[config.mk]
export PLATFORM = sky130hd
export DESIGN_NAME = scanner_link_arbiter
export DESIGN_NICKNAME = d
export VERILOG_FILES = /design/src/rtl/scanner_pkg.sv /design/src/rtl/scanner_rr_pick.sv /design/src/rtl/scanner_link_arbiter.sv
export SDC_FILE = /design/constraint.sdc
export NUM_CORES = 1
export LEC_CHECK = 0
export CAP_MARGIN = 30
export CORE_ASPECT_RATIO = 0.7
export CORE_UTILIZATION = 46
export DETAILED_ROUTE_END_ITERATION = 12
export PLACE_DENSITY = 0.74
export SLEW_MARGIN = 20
export SYNTH_ARGS = -nofsm -noshare
export SYNTH_HDL_FRONTEND = slang
export SYNTH_HIERARCHICAL = 1
export SYNTH_SLANG_ARGS = --single-unit
[constraint.sdc]
create_clock -name clk -period 4.35 [get_ports clk]
set_clock_uncertainty 0.1 [all_clocks]
set_input_delay 0.6525 -clock clk [delete_from_list [all_inputs] [get_ports clk]]
set_output_delay 0.6525 -clock clk [all_outputs]
set_load 0.01 [all_outputs]
[src/rtl/scanner_pkg.sv]
// Shared types and default constants for the scanner upload-link arbiter.
//   arb_state_t : arbiter state, encoding doubles as the hex-display code
//   scan_sel_t  : which scanner owns (or last owned) the link
package scanner_pkg;

    localparam int unsigned BUF_DEPTH   = 10;  // buffer capacity in units
    localparam int unsigned CNT_W       = 4;   // width of the buffer fill counts
    localparam int unsigned HI_THRESH   = 8;   // fill level that requests without flush
    localparam int unsigned WDOG_CYCLES = 8;   // drain stall limit (watchdog build only)

    typedef enum logic [1:0] {
        IDLE    = 2'd0,
        GRANT   = 2'd1,
        DRAIN   = 2'd2,
        RELEASE = 2'd3
    } arb_state_t;

    typedef enum logic {
        S1 = 1'b0,
        S2 = 1'b1
    } scan_sel_t;

endpackage

[src/rtl/scanner_rr_pick.sv]
// Round-robin pick between the two scanner requests (combinational).
// Ports:
//   req_s1, req_s2 : link requests
//   last           : scanner served most recently
//   valid          : at least one request present
//   sel            : chosen scanner; on a tie the one that was not served last
module scanner_rr_pick
    import scanner_pkg::*;
(
    input  logic      req_s1,
    input  logic      req_s2,
    input  scan_sel_t last,
    output logic      valid,
    output scan_sel_t sel
);

    always_comb begin
        valid = req_s1 | req_s2;
        sel   = S1;
        if (req_s1 && req_s2) begin
            sel = (last == S1) ? S2 : S1;
        end else if (req_s2) begin
            sel = S2;
        end
    end

endmodule

[src/rtl/scanner_link_arbiter.sv]
// Shares the upload link between scanner 1 and scanner 2 and drains the granted
// buffer one unit at a time (pop, then one cycle for the scanner to update its count).
// Optional watchdog: define SCANNER_ARB_WDOG_EN to add WDOG_CYCLES and the wdog_trip output.
// Ports:
//   clk, reset             : clock, asynchronous active-high reset
//   count_s1/2, ready_s1/2 : scanner buffer fill and idle/standby flags
//   flush                  : request from any ready scanner holding data
//   grant_s1/2, pop_s1/2   : link ownership and one-unit decrement pulses
//   busy, arb_state        : activity flag and state code for the hex display
//   xfer_done              : pulse on entry to RELEASE after a complete drain
//   wdog_trip              : pulse when a drain stalls (watchdog build only)
module scanner_link_arbiter
    import scanner_pkg::*;
#(
    parameter int unsigned BUF_DEPTH   = scanner_pkg::BUF_DEPTH,
    parameter int unsigned CNT_W       = scanner_pkg::CNT_W,
    parameter int unsigned HI_THRESH   = scanner_pkg::HI_THRESH
`ifdef SCANNER_ARB_WDOG_EN
    ,
    parameter int unsigned WDOG_CYCLES = scanner_pkg::WDOG_CYCLES
`endif
) (
    input  logic             clk,
    input  logic             reset,
    input  logic [CNT_W-1:0] count_s1,
    input  logic [CNT_W-1:0] count_s2,
    input  logic             ready_s1,
    input  logic             ready_s2,
    input  logic             flush,
    output logic             grant_s1,
    output logic             grant_s2,
    output logic             pop_s1,
    output logic             pop_s2,
    output logic             busy,
    output logic [1:0]       arb_state,
    output logic             xfer_done
`ifdef SCANNER_ARB_WDOG_EN
    ,
    output logic             wdog_trip
`endif
);

    if (2 ** CNT_W <= BUF_DEPTH) begin : g_bad_cfg
        $error("CNT_W is too narrow to hold BUF_DEPTH");
    end

    localparam logic [CNT_W-1:0] HI_LVL = CNT_W'(HI_THRESH);

    arb_state_t       state_q, state_d;
    scan_sel_t        sel_q, sel_d, last_q, last_d, pick_sel;
    logic             pick_valid, req_s1, req_s2;
    logic             pop_phase_q, pop_phase_d;
    logic [CNT_W-1:0] snap_q, snap_d, cnt_sel;
    logic             rdy_sel, pop_d, xfer_d, hold_d;

    assign req_s1 = ready_s1 && (count_s1 >= HI_LVL || (flush && count_s1 != '0));
    assign req_s2 = ready_s2 && (count_s2 >= HI_LVL || (flush && count_s2 != '0));

    assign cnt_sel = (sel_q == S1) ? count_s1 : count_s2;
    assign rdy_sel = (sel_q == S1) ? ready_s1 : ready_s2;

    scanner_rr_pick u_pick (
        .req_s1 (req_s1),
        .req_s2 (req_s2),
        .last   (last_q),
        .valid  (pick_valid),
        .sel    (pick_sel)
    );

`ifdef SCANNER_ARB_WDOG_EN
    localparam int unsigned WD_W = $clog2(WDOG_CYCLES + 1);
    logic [WD_W-1:0] wd_q;
    logic            wd_hit, trip_d;

    assign wd_hit = (wd_q == WD_W'(WDOG_CYCLES - 1));

    // Counts WAIT cycles; the POP cycle and any non-DRAIN cycle restart it.
    always_ff @(posedge clk or posedge reset) begin
        if (reset) begin
            wd_q      <= '0;
            wdog_trip <= 1'b0;
        end else begin
            wdog_trip <= trip_d;
            if (state_q == DRAIN && !pop_phase_q) begin
                wd_q <= wd_q + WD_W'(1);
            end else begin
                wd_q <= '0;
            end
        end
    end
`endif

    always_comb begin
        state_d     = state_q;
        sel_d       = sel_q;
        last_d      = last_q;
        pop_phase_d = pop_phase_q;
        snap_d      = snap_q;
        pop_d       = 1'b0;
        xfer_d      = 1'b0;
`ifdef SCANNER_ARB_WDOG_EN
        trip_d      = 1'b0;
`endif
        case (state_q)
            IDLE: begin
                if (pick_valid) begin
                    sel_d   = pick_sel;
                    state_d = GRANT;
                end
            end
            GRANT: begin
                state_d     = DRAIN;
                pop_phase_d = 1'b1;
                if (rdy_sel && cnt_sel != '0) begin
                    pop_d  = 1'b1;
                    snap_d = cnt_sel;
                end
            end
            DRAIN: begin
                if (!rdy_sel) begin
                    state_d = RELEASE;
                end else if (pop_phase_q) begin
                    pop_phase_d = 1'b0;
                end else if (cnt_sel == '0) begin
                    state_d = RELEASE;
                    xfer_d  = 1'b1;
                end else if (cnt_sel < snap_q) begin
                    // Scanner has taken the last pop; issue the next one.
                    pop_phase_d = 1'b1;
                    pop_d       = 1'b1;
                    snap_d      = cnt_sel;
`ifdef SCANNER_ARB_WDOG_EN
                end else if (wd_hit) begin
                    state_d = RELEASE;
                    trip_d  = 1'b1;
`endif
                end
                if (state_d == RELEASE) begin
                    last_d = sel_q;
                end
            end
            RELEASE: state_d = IDLE;
            default: state_d = IDLE;
        endcase
        hold_d = (state_d == GRANT) || (state_d == DRAIN);
    end

    always_ff @(posedge clk or posedge reset) begin
        if (reset) begin
            state_q     <= IDLE;
            sel_q       <= S1;
            last_q      <= S2;
            pop_phase_q <= 1'b0;
            snap_q      <= '0;
            grant_s1    <= 1'b0;
            grant_s2    <= 1'b0;
            pop_s1      <= 1'b0;
            pop_s2      <= 1'b0;
            busy        <= 1'b0;
            xfer_done   <= 1'b0;
        end else begin
            state_q     <= state_d;
            sel_q       <= sel_d;
            last_q      <= last_d;
            pop_phase_q <= pop_phase_d;
            snap_q      <= snap_d;
            grant_s1    <= hold_d && (sel_d == S1);
            grant_s2    <= hold_d && (sel_d == S2);
            pop_s1      <= pop_d && (sel_d == S1);
            pop_s2      <= pop_d && (sel_d == S2);
            busy        <= (state_d != IDLE);
            xfer_done   <= xfer_d;
        end
    end

    assign arb_state = state_q;

endmodule

After elaboration in Yosys (flattened, before gate mapping). Cells that the tools add are included.

Output and inout bits: 8. Logic and storage cells: 81. Flip-flop bits (word level): 15. Bits of input ports: 13.

Eq/ne operators: 11. Reductions and logical operators: 23. Mux-type cells: 31. Bitwise logic cells: 2. Order comparisons: 3.

Operator list (number): two-way mux 4 bit (6); two-way mux 1 bit (16); nonzero test 4 bit (3); logical AND 1 bit (10); two-way mux 2 bit (5); inequality test 2 bit (second input constant) (5); == test 2 bit (second input constant) (4); >= comparator 4 bit (second input constant) (2); case mux 2 bit (4 select lines) (1); case mux 4 bit (2 select lines) (1); AND reduction 6 bit (1); == test 2 x 1 -> 1 bit (second input constant) (2); logical NOT 4 bit (1); less-than comparator 4 bit (1); case mux 1 bit (2 select lines) (2); AND reduction 2 bit (2); nonzero test 2 bit (2); logical OR 1 bit (3); logical NOT 2 bit (1); NOT 1 bit (1); bitwise OR 1 bit (1).

Depth between registers and ports, before layout. Gate-level depths: netlist of the first run.

Depth after elaboration: 10. Depth in mapped cells: 8. Depth with buffers taken out: 8.

Modules after synthesis. The synthesis of the first run kept the hierarchy.

Modules (own cells, without submodules): scanner_link_arbiter (times used 1, area each 948.4 µm², cells each 90, seq. area each 376.6 µm²); scanner_rr_pick (times used 1, area each 13.8 µm², cells each 2, seq. area each 0.0 µm²).

Worst setup path after synthesis of the first run. Ideal clock, no wire load.

Path kind: register to register. From: reg sel_q. To: reg snap_q[0]. Slack: 1880 ps. Stages on the path, launching flop included: 8. Period minus slack after synthesis: 2470 ps. Buffers on the path: 1. Setup time: 125 ps. Arrival: 2245 ps. Required time: 4125 ps. Cells stage by stage: dfrtp_1 -> buf_4 -> mux2_2 -> ha_1 -> or3b_1 -> o221ai_2 -> o221a_4 -> mux2_4.

Elaborated cells on any way between the ends: 17. Classes of those cells: order compare: 1; eq/ne: 4; mux: 8; reduce/logical: 4.

RTL lines: start, declared (line scanner_link_arbiter.sv:50) `scan_sel_t sel_q, sel_d, last_q, last_d, pick_sel;`; start signal, assigned (line scanner_link_arbiter.sv:163) `sel_q <= sel_d;`; two-way mux 4 bit * (line scanner_link_arbiter.sv:59) `assign cnt_sel = (sel_q == S1) ? count_s1 : count_s2;`; named net cnt_sel[2] (line scanner_link_arbiter.sv:53) `logic [CNT_W-1:0] snap_q, snap_d, cnt_sel;`; branches (longest 3 deep; another with less-than comparator 4 bit); AND reduction 6 bit (no source line) *; end signal, assigned (line scanner_link_arbiter.sv:166) `snap_q <= snap_d;`; end, declared (line scanner_link_arbiter.sv:53).

Mark *: on every way through the listed nets, which the timed path passes. The select of a mux whose other input is x is not followed. A chain may end at the register's enable or synchronous reset.

Worst setup path after layout of the first run.
From: in count_s2[2]. To: reg snap_q[2].

Cells in the longest elaborated chain, start to end: 6. Elaborated cells on any way between the ends: 15. Classes of those cells: order compare: 1; eq/ne: 3; mux: 7; reduce/logical: 4.

RTL lines: start, declared (line scanner_link_arbiter.sv:26) `input logic [CNT_W-1:0] count_s2,`; two-way mux 4 bit * (line scanner_link_arbiter.sv:59); named net cnt_sel[2] (line scanner_link_arbiter.sv:53); branches (longest 5 deep; another with less-than comparator 4 bit).

Marked as above.

==> flow_summary.ini, run 1 <==
[pwr]
seq_power_share = 0.330
power_switching_mw = 0.310
power.density_nw_per_um2 = 646
intPower_mw = 0.471
power.leakage_nw = 0.530
p_comb_frac = 0.570
pwr-share-clk = 0.100
sw_frac_of_total = 0.396
ir_drop_uv = 352

[synth]
syn-cell-area_um2 = 962
synth_seq_area_share = 0.391
yosysWarnings = 6
synth.distinct_cells = 33
ys.flop_type = dfrtp_1
synth_enable_flop_cells = 0
syn_area_per_cell_um2 = 10.5
syn_inst = 92
post-synth-top-area-cell = dfrtp_1
syn_nets = 113
synth_seq_cells = 15
synth_area_leaders = dfrtp_1, ha_1, mux2_4, inv_1, mux2_2
async_reset_ff_frac = 1.00
synth_top_area_frac = 0.364

[detailed_routing]
ant_nets = 0
dr.pass1.iters = 10
drc = 2
routed_wl_mm = 2.14
vias = 799
routedWlPerCell_um = 15.6
viasPerCell = 5.83
dr.first_iter.drc_count = 15

[grt]
antenna_found_initial = 0
grt_overflow = 0
grt_pass1_wl_mm = 3.28
grt_pass1_vias = 720
track_usage = 0.205
grt_max_degree = 16

[place]
placed_area_um2 = 1180
io_buffers = 20
hpwl_mm = 1.74
placed_cells = 133
place_congestion = 0.789

[sta]
setup_viol = 0
max_slew.worst_pin.slew_ns = 0.552
period_minus_slack_ns = 2.77
finalCritPeriodShare = 0.636
max_freq_mhz = 361
rsz0062_at_grt = no
hold_viol_final = 0
finalSetupTns_ns = 0
whs_ns = 0.418
drv_slew = 0
slew_headroom = 0.632

[setup_path]
worst_r2r_path_depth = 6
r2r-end = snap_q[2]
r2r_start = sel_q
end_kind = flop
cp-start-kind = primary input
cp.arrival_ns = 2.84
cp.required_ns = 4.42
cp_max_fo = 4
crit_type = primary input to flop
reg2reg_slack_ns = 1.67

[clock_network]
cts.path.max_buffers = 2
post_cts_buffers = 0
cts_hold_buffers = 0
clk-insertion-delay-late_ns = 0.29
ctsResizeCount = 0
clk_pin_slew_ns = 0.08
root_buffer = clkbuf_4
numClockSinks = 15
cts_tree = yes
cts_buffers = 3
htree_levels = 1

[cells_and_area]
drive_gt1_frac = 0.122
fillCellCount = 163
fin_area_um2 = 1210
area_delta_synth_final_pct = 25.6
layout_common_cells = clkdlybuf4s50_1, dfrtp_1, inv_1
nets = 137
final_common_cell = clkdlybuf4s50_1
stdcell_count = 137
final_util = 0.630
diodes = 0

[min_path]
hold_end = snap_q[1]
min-delay-start = snap_q[1]
hold_depth = 1
hold_class = flop to flop

[floorplan]
dieHeight_um = 40.3
die_area_um2 = 2280
core_um2 = 1920
boundaryPins = 21
die_w_um = 56.7
start_util = 0.501
placement_rows = 13

[job]
max-cap-violations = 0

[status]
violations = design-rule violations
status = finished, violations left
[layout make-up]
type | instances | area, um^2 | share of cell area
Multi-Input combinational cell | 65 | 537 | 0.444
Sequential cell | 15 | 377 | 0.312
Timing Repair Buffer | 20 | 200 | 0.166
Inverter | 11 | 41.3 | 0.0342
Tap cell | 22 | 27.5 | 0.0228
Clock buffer | 4 | 26.3 | 0.0217
[power groups by stage]
| stage | registers, mW | logic, mW | clock network [mW] |
|---|---|---|---|
| final | 0.257 | 0.446 | 0.0782 |
| after global routing | 0.264 | 0.494 | 0.0862 |
| after CTS | 0.257 | 0.447 | 0.0814 |
| after detailed placement | 0.259 | 0.445 | 0 |
| after global placement | 0.256 | 0.422 | 0 |
| after floorplan | 0.250 | 0.318 | 0 |
[worst max path at each step]
| stage | startpoint | end | slack, ns | cells past startpoint |
|---|---|---|---|---|
| 5_1_grt | count_s2[2] | snap_q[2] | 1.51 | 7 |
| 2_1_floorplan | sel_q | snap_q[0] | 1.88 | 7 |
| 4_1_cts | count_s2[2] | snap_q[2] | 1.60 | 7 |
| 3_3_place_gp | count_s2[2] | snap_q[2] | 1.38 | 7 |
| 3_5_place_dp | count_s1[2] | snap_q[2] | 1.31 | 7 |
| 6_report | count_s2[2] | snap_q[2] | 1.58 | 7 |
[synth_stat cells, types with 3 or more instances]
cell type and instances:
dfrtp_1 14, inv_1 11, ha_1 8, mux2_4 5
nand2_1 5, nor2_1 5, a21oi_1 4, o21ai_0 4
mux2_2 3, mux2i_1 3, nor2b_1 3, nor4_1 3
o21a_1 3
[worst max-delay path, cell delays in order]
cell and delay [ns]:
clkdlybuf4s50_1 0.47, mux2_2 0.32, ha_1 0.21, or3b_1 0.38, o221ai_2 0.23, o221a_4 0.27, mux2_4 0.30
[flip-flops by register name (all words and copies together) (netlist names)]
| signal | cells |
|---|---|
| pop_s1 | 1 |
| last_q | 1 |
| sel_q | 1 |
| grant_s1 | 1 |
| busy | 1 |
| snap_q | 4 |
| pop_phase_q | 1 |
| grant_s2 | 1 |
| pop_s2 | 1 |
| xfer_done | 1 |
| arb_state | 2 |
[metal layers]
layer  GRT usage  up-vias  wire length, um
li1            -      382                -
met1       0.243      372              927
met2       0.357       35             1020
met3      0.0806       10              151
met4      0.0625        0               45
met5           0        -                0
[metrics by stage]
step	setup slack, ns	power [mW]
after floorplan	1.88	0.568
after CTS	1.60	0.785
after global placement	1.38	0.679
final	1.58	0.781
after detailed placement	1.31	0.704
after global routing	1.51	0.844
[cells by family after synthesis]
logic type | count (synthesis) | share of synthesized area
compound gates | 23 | 0.186
fa+ha+maj | 8 | 0.104
buf+inv | 12 | 0.0507
flops | 15 | 0.391
mux | 11 | 0.144
simple gates | 23 | 0.124
(Power assumes the default switching activity.)
==> run 2: changes to the inputs <==
==> constraint.sdc (replaced) <==
create_clock -name clk -period 2.62 [get_ports clk]
set_clock_uncertainty 0.1 [all_clocks]
set_input_delay 0.393 -clock clk [delete_from_list [all_inputs] [get_ports clk]]
set_output_delay 0.393 -clock clk [all_outputs]
set_load 0.01 [all_outputs]
==> run 2 against run 1 <==
Compared with the run above: the run still ends with design-rule violations left; combinational power increased by 77%; register-to-register slack got worse by 1.5 ns; cell count increased by 6.6%; sequential share of layout area decreased by 1.6 points; clock-buffer cell count unchanged; worst hold slack got worse by 0.069 ns; critical endpoint is now snap_q[3]; largest power group unchanged.
==> flow_summary.ini, run 2 (synthesis gave the netlist of run 1 again) <==
[floorplan]
core_um2 = 1920
die_w_um = 56.7
placement_rows = 13
dieHeight_um = 40.3
die_area_um2 = 2280
start_util = 0.501
boundaryPins = 21

[detailed_routing]
route.layer.met1.wl_mm = 1.03
routed_wl_mm = 2.09
routedWlPerCell_um = 14.3
wl_met2_um = 932
vias = 792
highest_layer = met4
viasPerCell = 5.42
drc = 2
dr.first_iter.drc_count = 39
ant_nets = 0
dr.pass1.iters = 8
dr_wl_met3_um = 124

[clock_network]
clk_pin_slew_ns = 0.08
cts.path.max_buffers = 2
post_cts_buffers = 0
htree_levels = 1
cts_hold_buffers = 0
cts_buffers = 3
root_buffer = clkbuf_4
numClockSinks = 15
ctsResizeCount = 0
cts_tree = yes
clk-insertion-delay-late_ns = 0.28

[setup_path]
cp.required_ns = 2.69
cp-start-kind = primary input
path_cells = clkdlybuf4s50_1 -> mux2_2 -> ha_1 -> or3b_1 -> o221ai_2 -> o221a_4 -> mux2_4
end_kind = flop
max_stage_delay_ns = 0.42
r2r-end = snap_q[3]
reg2reg_slack_ns = 0.17
cp.arrival_ns = 2.52
r2r_start = sel_q
cp_max_fo = 4
crit_type = primary input to flop
worst_r2r_path_depth = 6
slowest_stage = clkdlybuf4s50_1

[sta]
period_minus_slack_ns = 2.45
max_freq_mhz = 407
finalCritPeriodShare = 0.937
hold_viol_final = 0
whs_ns = 0.349
setup_viol = 0
max_slew.worst_pin.slew_ns = 0.540
drv_slew = 0
slew_headroom = 0.630
setup_slack_ns = 0.165
rsz0062_at_grt = no

[grt]
antenna_found_initial = 0
grt_overflow = 0
grt_pass1_vias = 722
track_usage = 0.199
grt_max_degree = 16
grt_pass1_wl_mm = 3.24

[cells_and_area]
drive_gt1_frac = 0.185
seq_area_um2 = 377
fin_area_um2 = 1280
top_register = snap_q
nets = 146
diodes = 0
layout_common_cells = clkdlybuf4s50_1, dfrtp_1, inv_1
multi_input_area_um2 = 537
area_delta_synth_final_pct = 32.6
final_common_cell = clkdlybuf4s50_1
stdcell_count = 146
largest_reg_flops = 4
fillCellCount = 166

[place]
placed_area_um2 = 1250
io_buffers = 20
hpwl_mm = 1.75
place_ws_ns = -0.122
placed_cells = 142
place_congestion = 0.761

[pwr]
ir_drop_uv = 532
finalPower_mw = 1.33
power.density_nw_per_um2 = 1040
power.leakage_nw = 0.574

[min_path]
hold_class = primary input to async pin

[job]
max-cap-violations = 0

[status]
status = finished, violations left
violations = design-rule violations
[run 2: cell count changes in the layout (fill, tap and decap cells not counted)]
cell,change
buf_4,+9
[run 2: worst max-delay path by stage]
stage                            from         to  slack [ns]
after floorplan                 sel_q  snap_q[0]        0.15
after global placement    count_s2[2]  snap_q[1]       -0.04
after detailed placement  count_s2[2]  snap_q[2]       -0.12
after CTS                 count_s1[2]  snap_q[2]        0.17
after global routing      count_s2[2]   grant_s2        0.05
final                     count_s1[2]  snap_q[3]        0.17
[run 2: routing by layer]
metal / track usage / vias to the layer above
met5: 0 / -
met4: 0.0375 / 0
met3: 0.0645 / 2
met2: 0.318 / 28
met1: 0.270 / 365
li1: - / 397
[run 2: report_power, final]
group          switching [mW]  total (mW)  internal [mW]
combinational           0.367       0.791          0.424
sequential             0.0744       0.409          0.334
clock                  0.0680       0.127         0.0590
[run 2: final cells by class]
class                      count  area share
multi-input combinational     65       0.421
sequential                    15       0.295
timing repair buffer          29       0.210
inverter                      11      0.0324
tap                           22      0.0216
clock buffer                   4      0.0206
[run 2: metrics by stage]
| step | utilization | setup TNS [ns] |
|---|---|---|
| after CTS | 0.665 | 0 |
| after detailed placement | 0.651 | -0.661 |
| after global placement | 0.651 | -0.171 |
| final | 0.665 | 0 |
| after floorplan | - | 0 |
| after global routing | 0.665 | 0 |
[run 2: worst max-delay path: cells and delay by family]
kind	cells	cell delay, ns
multiplexers	2	0.59
AO/OA/AOI/OAI	2	0.49
buffers and inverters	1	0.42
AND/OR/NAND/NOR	1	0.41
adder cells (fa/ha/maj)	1	0.21
==> run 3: changes to the inputs <==
--- a/config.mk
+++ b/config.mk
@@ -7,9 +7,8 @@
 export LEC_CHECK = 0
 export CAP_MARGIN = 30
 export CORE_ASPECT_RATIO = 0.7
-export CORE_UTILIZATION = 46
+export CORE_UTILIZATION = 38
 export DETAILED_ROUTE_END_ITERATION = 12
-export PLACE_DENSITY = 0.74
 export SLEW_MARGIN = 20
 export SYNTH_ARGS = -nofsm -noshare
 export SYNTH_HDL_FRONTEND = slang
==> run 3 against run 2 <==
Compared with the run above: the flow now finishes without violations; first-iteration DRC count fell by 62%; non-clock buffer count is 2 higher; sequential power about the same.
==> flow_summary.ini, run 3 (synthesis gave the netlist of run 1 again) <==
[status]
status = finished, final reports clean

[pwr]
finalPower_mw = 1.32
sw_frac_of_total = 0.380
p_comb_frac = 0.594
pwr-share-clk = 0.097
power_switching_mw = 0.501
power.density_nw_per_um2 = 1010
ir_drop_uv = 481
power.leakage_nw = 0.583
seq_power_share = 0.308
intPower_mw = 0.819

[setup_path]
max_stage_delay_ns = 0.44
cp.required_ns = 2.69
cp-start-kind = primary input
end_kind = flop
path_cells = clkdlybuf4s50_1 -> mux2_2 -> ha_1 -> or3b_1 -> o221ai_2 -> o221a_4 -> mux2_4
cp_max_fo = 4
crit_family = multiplexers
cp.arrival_ns = 2.47
slowest_stage = clkdlybuf4s50_1
crit_type = primary input to flop
cp_num_buf_inv = 1

[clock_network]
ctsResizeCount = 0
cts_tree = yes
clk-insertion-delay-late_ns = 0.28
htree_levels = 1
cts_hold_buffers = 0
post_cts_buffers = 0
numClockSinks = 15
cts_buffers = 3
clk_pin_slew_ns = 0.09
root_buffer = clkbuf_4
cts.path.max_buffers = 2

[sta]
setup_slack_ns = 0.212
hold_viol_final = 0
finalCritPeriodShare = 0.919
drv_slew = 0
whs_ns = 0.345
period_minus_slack_ns = 2.41
rsz0062_at_grt = no
slew_headroom = 0.646
max_slew.worst_pin.slew_ns = 0.517
setup_viol = 0
max_freq_mhz = 415

[grt]
grt_max_degree = 16
track_usage = 0.161
grt_pass1_vias = 734
grt_overflow = 0
antenna_found_initial = 0
grt_pass1_wl_mm = 3.28

[detailed_routing]
ant_nets = 0
routed_wl_mm = 1.91
routedWlPerCell_um = 12.1
viasPerCell = 4.87
dr.first_iter.drc_count = 15
vias = 769
dr.pass1.iters = 4
drc = 0

[floorplan]
boundaryPins = 21
die_area_um2 = 2740
dieHeight_um = 44.1
placement_rows = 14
core_um2 = 2260
start_util = 0.426
die_w_um = 62.1

[cells_and_area]
top_register = snap_q
layout_common_cells = clkdlybuf4s50_1, dfrtp_1, inv_1, buf_4, ha_1
fin_area_um2 = 1300
area_delta_synth_final_pct = 35.5
diodes = 0
final_common_cell = clkdlybuf4s50_1
stdcell_count = 158
largest_reg_flops = 4
drive_gt1_frac = 0.198
nets = 148

[place]
io_buffers = 20
hpwl_mm = 1.59
placed_area_um2 = 1280
place_congestion = 0.788
place_ws_ns = -0.0814
placed_cells = 154

[job]
max-cap-violations = 0

[min_path]
hold_class = primary input to async pin
## run 3: cell types whose count changed in the layout (fill, tap and decap cells not counted), sizes merged
| cell | change |
|---|---|
| buf | +2 |
## run 3: power by group through the flow
stage | Clock, mW | Combinational, mW | Sequential, mW
finish | 0.129 | 0.785 | 0.407
floorplan | 0 | 0.529 | 0.415
global route | 0.147 | 0.877 | 0.422
detailed placement | 0 | 0.790 | 0.408
global placement | 0 | 0.773 | 0.412
CTS | 0.137 | 0.789 | 0.408
## run 3: area by class of cell
class | count | area, um^2
clock buffers | 4 | 26.3
well taps | 32 | 40.0
multi-input cells | 65 | 537
inverters | 11 | 41.3
repair buffers | 31 | 283
flip-flops and latches | 15 | 377
fillers | 203 | 956
## run 3: metrics by stage
stage | setup TNS [ns] | utilization
detailed placement | -0.379 | 0.565
floorplan | 0 | -
global route | 0 | 0.577
CTS | 0 | 0.577
finish | 0 | 0.577
global placement | -0.300 | 0.565
## run 3: path summary, 6_finish.rpt
path                              from           end  slack (ns)  cells past startpoint
min                              reset  arb_state[1]        0.35                      2
max reg2reg                      sel_q     snap_q[3]        0.24                      6
max                        count_s2[1]     snap_q[3]        0.21                      7
max in group asynchronous        reset        last_q        1.71                      2
min reg2reg                  snap_q[1]     snap_q[1]        0.42                      1
min in group clk             snap_q[1]     snap_q[1]        0.42                      1
## run 3: per-layer routing
layer / routed length [um] / track usage / up-vias
met5: 0 / 0 / -
met4: 0 / 0.0419 / 0
met3: 65 / 0.0567 / 0
met2: 722 / 0.226 / 9
met1: 1120 / 0.235 / 357
li1: - / - / 403
## run 3: worst reg2reg max path, cell delays in order (launching register included)
cell and delay (ns):
dfrtp_1 0.44, mux2_2 0.39, ha_1 0.20, or3b_1 0.36
o221ai_2 0.20, o221a_4 0.26, mux2_4 0.30
